===== src/rtl/uart_tx_arbiter.sv =====
// uart_tx_arbiter: shares one uart_tx among N_REQ byte producers.
// A winner is picked in IDLE, its byte is latched and acked in GRANT, and
// START issues a single tx_start once uart_tx is free. WAIT then holds
// tx_din until tx_done, or until the optional watchdog aborts the byte.
// Build option: define UART_ARB_FIXED_PRIO_EN for fixed priority, where
// channel 0 always wins. The default build uses round-robin.
//
// Handshake: req[i] is a level held with req_data[i] stable until ack[i]
// pulses for one cycle. ack[i] means the byte has been latched, and the
// producer may drop req[i] on the next cycle. done[i] pulses for one cycle
// once uart_tx reports tx_done for that byte. If req[i] drops before ack,
// the request is withdrawn silently.
module uart_tx_arbiter #(
  parameter int N_REQ       = 2,
  parameter int TIMEOUT_CYC = 200_000
) (
  input  logic               clk,
  input  logic               rst,
  input  logic [N_REQ-1:0]   req,
  input  logic [8*N_REQ-1:0] req_data,
  output logic [N_REQ-1:0]   ack,
  output logic [N_REQ-1:0]   done,
  output logic               tx_start,
  output logic [7:0]         tx_din,
  input  logic               tx_busy,
  input  logic               tx_done,
  output logic               err_tmo,
  output logic [1:0]         state_dbg
);

  localparam int PW = (N_REQ > 1) ? $clog2(N_REQ) : 1;
  localparam int TW = (TIMEOUT_CYC > 0) ? $clog2(TIMEOUT_CYC + 1) : 1;
  localparam logic [TW-1:0] TMO_LAST = TW'((TIMEOUT_CYC > 0) ? TIMEOUT_CYC - 1 : 0);
  localparam logic [TW-1:0] TMO_MAX  = {TW{1'b1}};
  localparam logic [PW-1:0] LAST_CH  = PW'(N_REQ - 1);

  typedef enum logic [1:0] {
    S_IDLE  = 2'd0,
    S_GRANT = 2'd1,
    S_START = 2'd2,
    S_WAIT  = 2'd3
  } state_t;

  state_t          state, state_n;
  logic [PW-1:0]   win, win_n;
  logic [PW-1:0]   rr_ptr, rr_n, rr_adv;
  logic [TW-1:0]   tmo_cnt, cnt_n;
  logic [N_REQ-1:0] ack_n, done_n;
  logic            start_n, err_n, found;
  logic [7:0]      din_n;
  logic [PW-1:0]   sel;
  int              idx;

  assign state_dbg = state;

  // Next-state, winner selection and next values of all registered outputs
  always_comb begin
    state_n = state;
    win_n   = win;
    rr_n    = rr_ptr;
    cnt_n   = tmo_cnt;
    din_n   = tx_din;
    err_n   = err_tmo;
    ack_n   = '0;
    done_n  = '0;
    start_n = 1'b0;
    found   = 1'b0;
    idx     = 0;
    sel     = '0;
`ifdef UART_ARB_FIXED_PRIO_EN
    rr_adv  = '0;
`else
    rr_adv  = (win == LAST_CH) ? '0 : win + 1'b1;
`endif
    case (state)
      S_IDLE: begin
        for (int k = 0; k < N_REQ; k++) begin
`ifdef UART_ARB_FIXED_PRIO_EN
          idx = k;
`else
          idx = (int'(rr_ptr) + k) % N_REQ;
`endif
          sel = PW'(idx);
          if (!found && req[sel]) begin
            found = 1'b1;
            win_n = sel;
          end
        end
        if (found) state_n = S_GRANT;
      end
      S_GRANT: begin
        // The winner may have withdrawn since IDLE sampled it
        if (req[win]) begin
          ack_n[win] = 1'b1;
          din_n      = req_data[8*win +: 8];
          state_n    = S_START;
        end else begin
          state_n = S_IDLE;
        end
      end
      S_START: begin
        if (!tx_busy) begin
          start_n = 1'b1;
          cnt_n   = '0;
          state_n = S_WAIT;
        end
      end
      S_WAIT: begin
        if (tx_done) begin
          done_n[win] = 1'b1;
          rr_n        = rr_adv;
          state_n     = S_IDLE;
        end else if (TIMEOUT_CYC != 0 && tmo_cnt == TMO_LAST) begin
          err_n   = 1'b1;
          rr_n    = rr_adv;
          state_n = S_IDLE;
        end else if (tmo_cnt != TMO_MAX) begin
          cnt_n = tmo_cnt + 1'b1;
        end
      end
      default: state_n = S_IDLE;
    endcase
  end

  // State and output registers; reset aborts any byte in flight
  always_ff @(posedge clk or negedge rst) begin
    if (!rst) begin
      state    <= S_IDLE;
      win      <= '0;
      rr_ptr   <= '0;
      tmo_cnt  <= '0;
      ack      <= '0;
      done     <= '0;
      tx_start <= 1'b0;
      tx_din   <= 8'h00;
      err_tmo  <= 1'b0;
    end else begin
      state    <= state_n;
      win      <= win_n;
      rr_ptr   <= rr_n;
      tmo_cnt  <= cnt_n;
      ack      <= ack_n;
      done     <= done_n;
      tx_start <= start_n;
      tx_din   <= din_n;
      err_tmo  <= err_n;
    end
  end

endmodule


===== config.mk =====
export PLATFORM = sky130hd
export DESIGN_NAME = uart_tx_arbiter
export DESIGN_NICKNAME = d
export VERILOG_FILES = /design/src/rtl/uart_tx_arbiter.sv
export SDC_FILE = /design/constraint.sdc
export NUM_CORES = 1
export LEC_CHECK = 0
export BUFFER_PORTS_ARGS = -buffer_cell sky130_fd_sc_hd__buf_2
export CAP_MARGIN = 10
export CORE_AREA = 4 4 94 96
export DETAILED_ROUTE_END_ITERATION = 16
export DIE_AREA = 0 0 98 100
export PLACE_DENSITY = 0.5
export REMOVE_ABC_BUFFERS = 1
export SLEW_MARGIN = 5
export SYNTH_ARGS = -nofsm -noshare
export SYNTH_HDL_FRONTEND = slang
export SYNTH_SLANG_ARGS = --single-unit

===== constraint.sdc =====
create_clock -name clk -period 6.72 [get_ports clk]
set_clock_uncertainty 0.1 [all_clocks]
set_input_delay 1.68 -clock clk [delete_from_list [all_inputs] [get_ports clk]]
set_output_delay 1.68 -clock clk [all_outputs]
set_load 0.005 [all_outputs]

==> Implementation_results.wiki <==
{| class="wikitable"
! Metric !! Value
|-
| Vias in the first global route || 1562
|-
| Cell types occupying the most area after synthesis || sky130_fd_sc_hd__dfrtp_1, sky130_fd_sc_hd__and3_1, sky130_fd_sc_hd__mux2i_1
|-
| Cell type with the largest total area after synthesis || sky130_fd_sc_hd__dfrtp_1
|-
| Maximum number of pins on one net before global-route repair || 37
|-
| Post-route DRC violation count || 0
|-
| Slew at the pin closest to its max-slew limit || 0.883 ns
|-
| Register-to-register path setup slack || 4.13 ns
|-
| Fin. max-slew vios || 0
|-
| Antenna cells || 0
|-
| Vertical die dimension || 100 microns
|-
| Hold buffer count at CTS || 0
|-
| Deepest clock path buffer count || 2
|-
| Core region area || about 8100 sq um
|-
| Area of the mapped netlist || 1950 sq um
|-
| Yosys warning total || 0
|-
| Final-report hold violation count || 0
|-
| Initial Utilization || 0.243
|-
| Leakage component of the power || ~1.1 nW
|-
| Final count of negative-setup-slack endpoints || 0
|-
| Layout cells sized above 1 || 0.289
|-
| Final nets || 250
|-
| Number of buffers inserted by post-CTS setup repair || 0
|-
| Clk_lat worst skew || 0.29 ns
|-
| Synth Register Bits || 36
|-
| HP Start || err_tmo
|-
| CTS buffer count || 5
|-
| Average detailed-routed wire length per instance || ~14 microns
|-
| Die span in x || 98 microns
|-
| # resized after CTS || 0
|-
| Average footprint of a synthesized cell || 10.2 sq um
|-
| Gr ovfl total || 0
|-
| Timing-limited maximum frequency || between 300 and 400 MHz
|-
| Clk sinks || 36
|-
| Number of maximum-capacitance constraint violations || 0
|-
| Std-Cell Rows || 33
|-
| H-tree depth || 2
|-
| CP startpoint kind || input port
|-
| Register cell area after layout || 901 sq um
|-
| Asr flop ratio synth || 1.00
|-
| Number of input and output port buffers inserted || 37
|-
| Unrepaired setup endpoints after global routing || false
|-
| Filler cell count in the final layout || 865
|-
| Share of Yosys cell area claimed by the top area cell type || 0.461
|-
| Global-route wire length before repair || 7930 microns
|-
| Die ar. || about 9800 sq um
|-
| Final WL || 4750 microns
|-
| WHS Path Cells || 2
|-
| Number of flops mapped to enable cells by yosys || 0
|-
| Setup slack of the critical path after layout || 3.64 ns
|-
| Clock-pin slew on the worst setup and hold paths || about 0.080 ns
|-
| GPL Wtd Cong || 0.752
|-
| Startpoint of the worst-slack reg-to-reg timing path || tmo_cnt[0]
|-
| Setup TNS Final || 0 ns
|-
| Sequential share of the synthesized area || 0.461
|-
| Sort of element at the end of the critical path || register
|-
| CTS Root Buffer Type || sky130_fd_sc_hd__clkbuf_8
|-
| Commonest non-fill, non-tap cells in the layout || sky130_fd_sc_hd__buf_2, sky130_fd_sc_hd__dfrtp_1, sky130_fd_sc_hd__nor2_1
|-
| Final cycle utilization of the critical path || 0.458
|-
| Number of DRC markers in iteration 0 || 89
|-
| Endpoint of the worst-slack reg-to-reg timing path || tmo_cnt[14]
|-
| All-Layer GR Usage || 0.0982
|-
| Most instantiated flip-flop cell in the synthesis netlist || sky130_fd_sc_hd__dfrtp_1
|-
| Peak supply drop || 88.2 uV
|-
| Most frequent standard cell in the layout excluding fill and tap cells || sky130_fd_sc_hd__buf_2
|-
| TritonCTS clock tree || built
|-
| Antenna-violating nets left || 0
|-
| Mapped Cells || 192
|-
| Final worst path period need || 3.08 ns
|-
| Relative area change from synthesis to final layout || 17.6%
|-
| Outcome || finished clean
|-
| Num ports || 38
|-
| Endpoint of the worst hold path || err_tmo
|-
| Antenna violations before repair || 0
|-
| Number of cell instances on the worst register-to-register path || 6
|-
| Kind of critical path || in -> reg
|-
| Crit Path Max Fanout || 16
|-
| Multi-input combinational cell area || 960 sq um
|-
| Worst hold-check slack || 0.385 ns
|-
| Worst max-slew margin expressed relative to the limit || 0.407
|-
| Router iterations before antenna repair || 4
|-
| Post-synthesis cell type count || 47
|-
| Ratio of total power to cell area || a little over 300 nW/um^2
|-
| Post-placement setup slack || 3.30 ns
|-
| Required time of the worst setup path || 6.80 ns
|-
| Class of the tightest hold or removal check || reg -> reg
|-
| Vias || 1596
|-
| Drt via density || 4.79
|-
| Final HPWL from detailed placement || between 3000 and 4000 microns
|-
| Endpoint arrival time on the critical path || 3.16 ns
|-
| Total power of the final layout || 0.000694 W
|}
==> metal layers <==
metal  share of wire  track usage  vias to the layer above  wire (microns)
met2            0.49        0.162                       32            2310
met1            0.47        0.132                      766            2250
met5               0            0                        -               0
li1                -            -                      792               -
met3           0.026       0.0146                        6             124
met4           0.014       0.0351                        0              65
==> power breakdown <==
part           total [W]  internal, W  switching, W  leakage [nW]
Clock           0.000162    0.0000833     0.0000784        0.0445
Combinational   0.000215    0.0000923      0.000123         0.565
Sequential      0.000317     0.000263     0.0000537         0.464
==> cells by family after synthesis <==
family | count (synthesis) | synth area share
flip-flops | 36 | 0.461
adder cells (fa/ha/maj) | 1 | 0.00641
buffers and inverters | 16 | 0.0474
multiplexers | 9 | 0.0487
AND/OR/NAND/NOR | 86 | 0.252
AO/OA/AOI/OAI | 44 | 0.185
==> synth_stat cells (all sizes together) (3+ instances only) <==
| cell | instances |
|---|---|
| nor3 | 5 |
| buf | 4 |
| a221o | 6 |
| a21oi | 9 |
| dfrtp | 36 |
| nand3 | 6 |
| nand4 | 6 |
| inv | 7 |
| o21ai | 7 |
| mux2i | 8 |
| clkbuf | 5 |
| or2 | 3 |
| a211o | 3 |
| nand2 | 12 |
| nor2 | 20 |
| and3 | 13 |
| nor4 | 9 |
| o22a | 5 |
| or3 | 3 |
==> worst max-delay path by stage <==
stage / depth (start not counted) / from / slack (ns) / end
6_report: 5 / tx_done / 3.64 / tmo_cnt[9]
5_1_grt: 5 / tx_done / 3.57 / tmo_cnt[9]
4_1_cts: 5 / tx_done / 3.63 / tmo_cnt[9]
3_5_place_dp: 5 / tx_done / 3.30 / tmo_cnt[9]
3_3_place_gp: 5 / tx_done / 3.32 / tmo_cnt[9]
2_1_floorplan: 4 / tx_done / 3.65 / tmo_cnt[9]
==> cell type report <==
| cell class | instances | area share |
|---|---|---|
| timing repair buffer | 37 | 0.0806 |
| clock inverter | 1 | 0.00327 |
| multi-input combinational | 140 | 0.418 |
| inverter | 7 | 0.0114 |
| sequential | 36 | 0.392 |
| tap | 105 | 0.0572 |
| clock buffer | 7 | 0.0376 |
==> state kept, by name, indices dropped and copies added (netlist names), 2 cells and up, named ones only <==
signal and flops:
tmo_cnt 18, tx_din 8, ack 2, done 2
==> worst max-delay path, stage by stage <==
cell and delay, ns:
sky130_fd_sc_hd__buf_2 0.13, sky130_fd_sc_hd__nand2_1 0.11, sky130_fd_sc_hd__o31ai_4 0.10, sky130_fd_sc_hd__or3_1 0.66
sky130_fd_sc_hd__a221o_2 0.48
==> stage by stage <==
stage / utilization / instances / instance area [sq um]
finish: 0.285 / 333 / 2300
floorplan: - / 183 / 1890
CTS: 0.285 / 333 / 2300
global route: 0.285 / 333 / 2300
global placement: 0.274 / 325 / 2200
detailed placement: 0.274 / 325 / 2200
(Power assumes the default switching activity.)
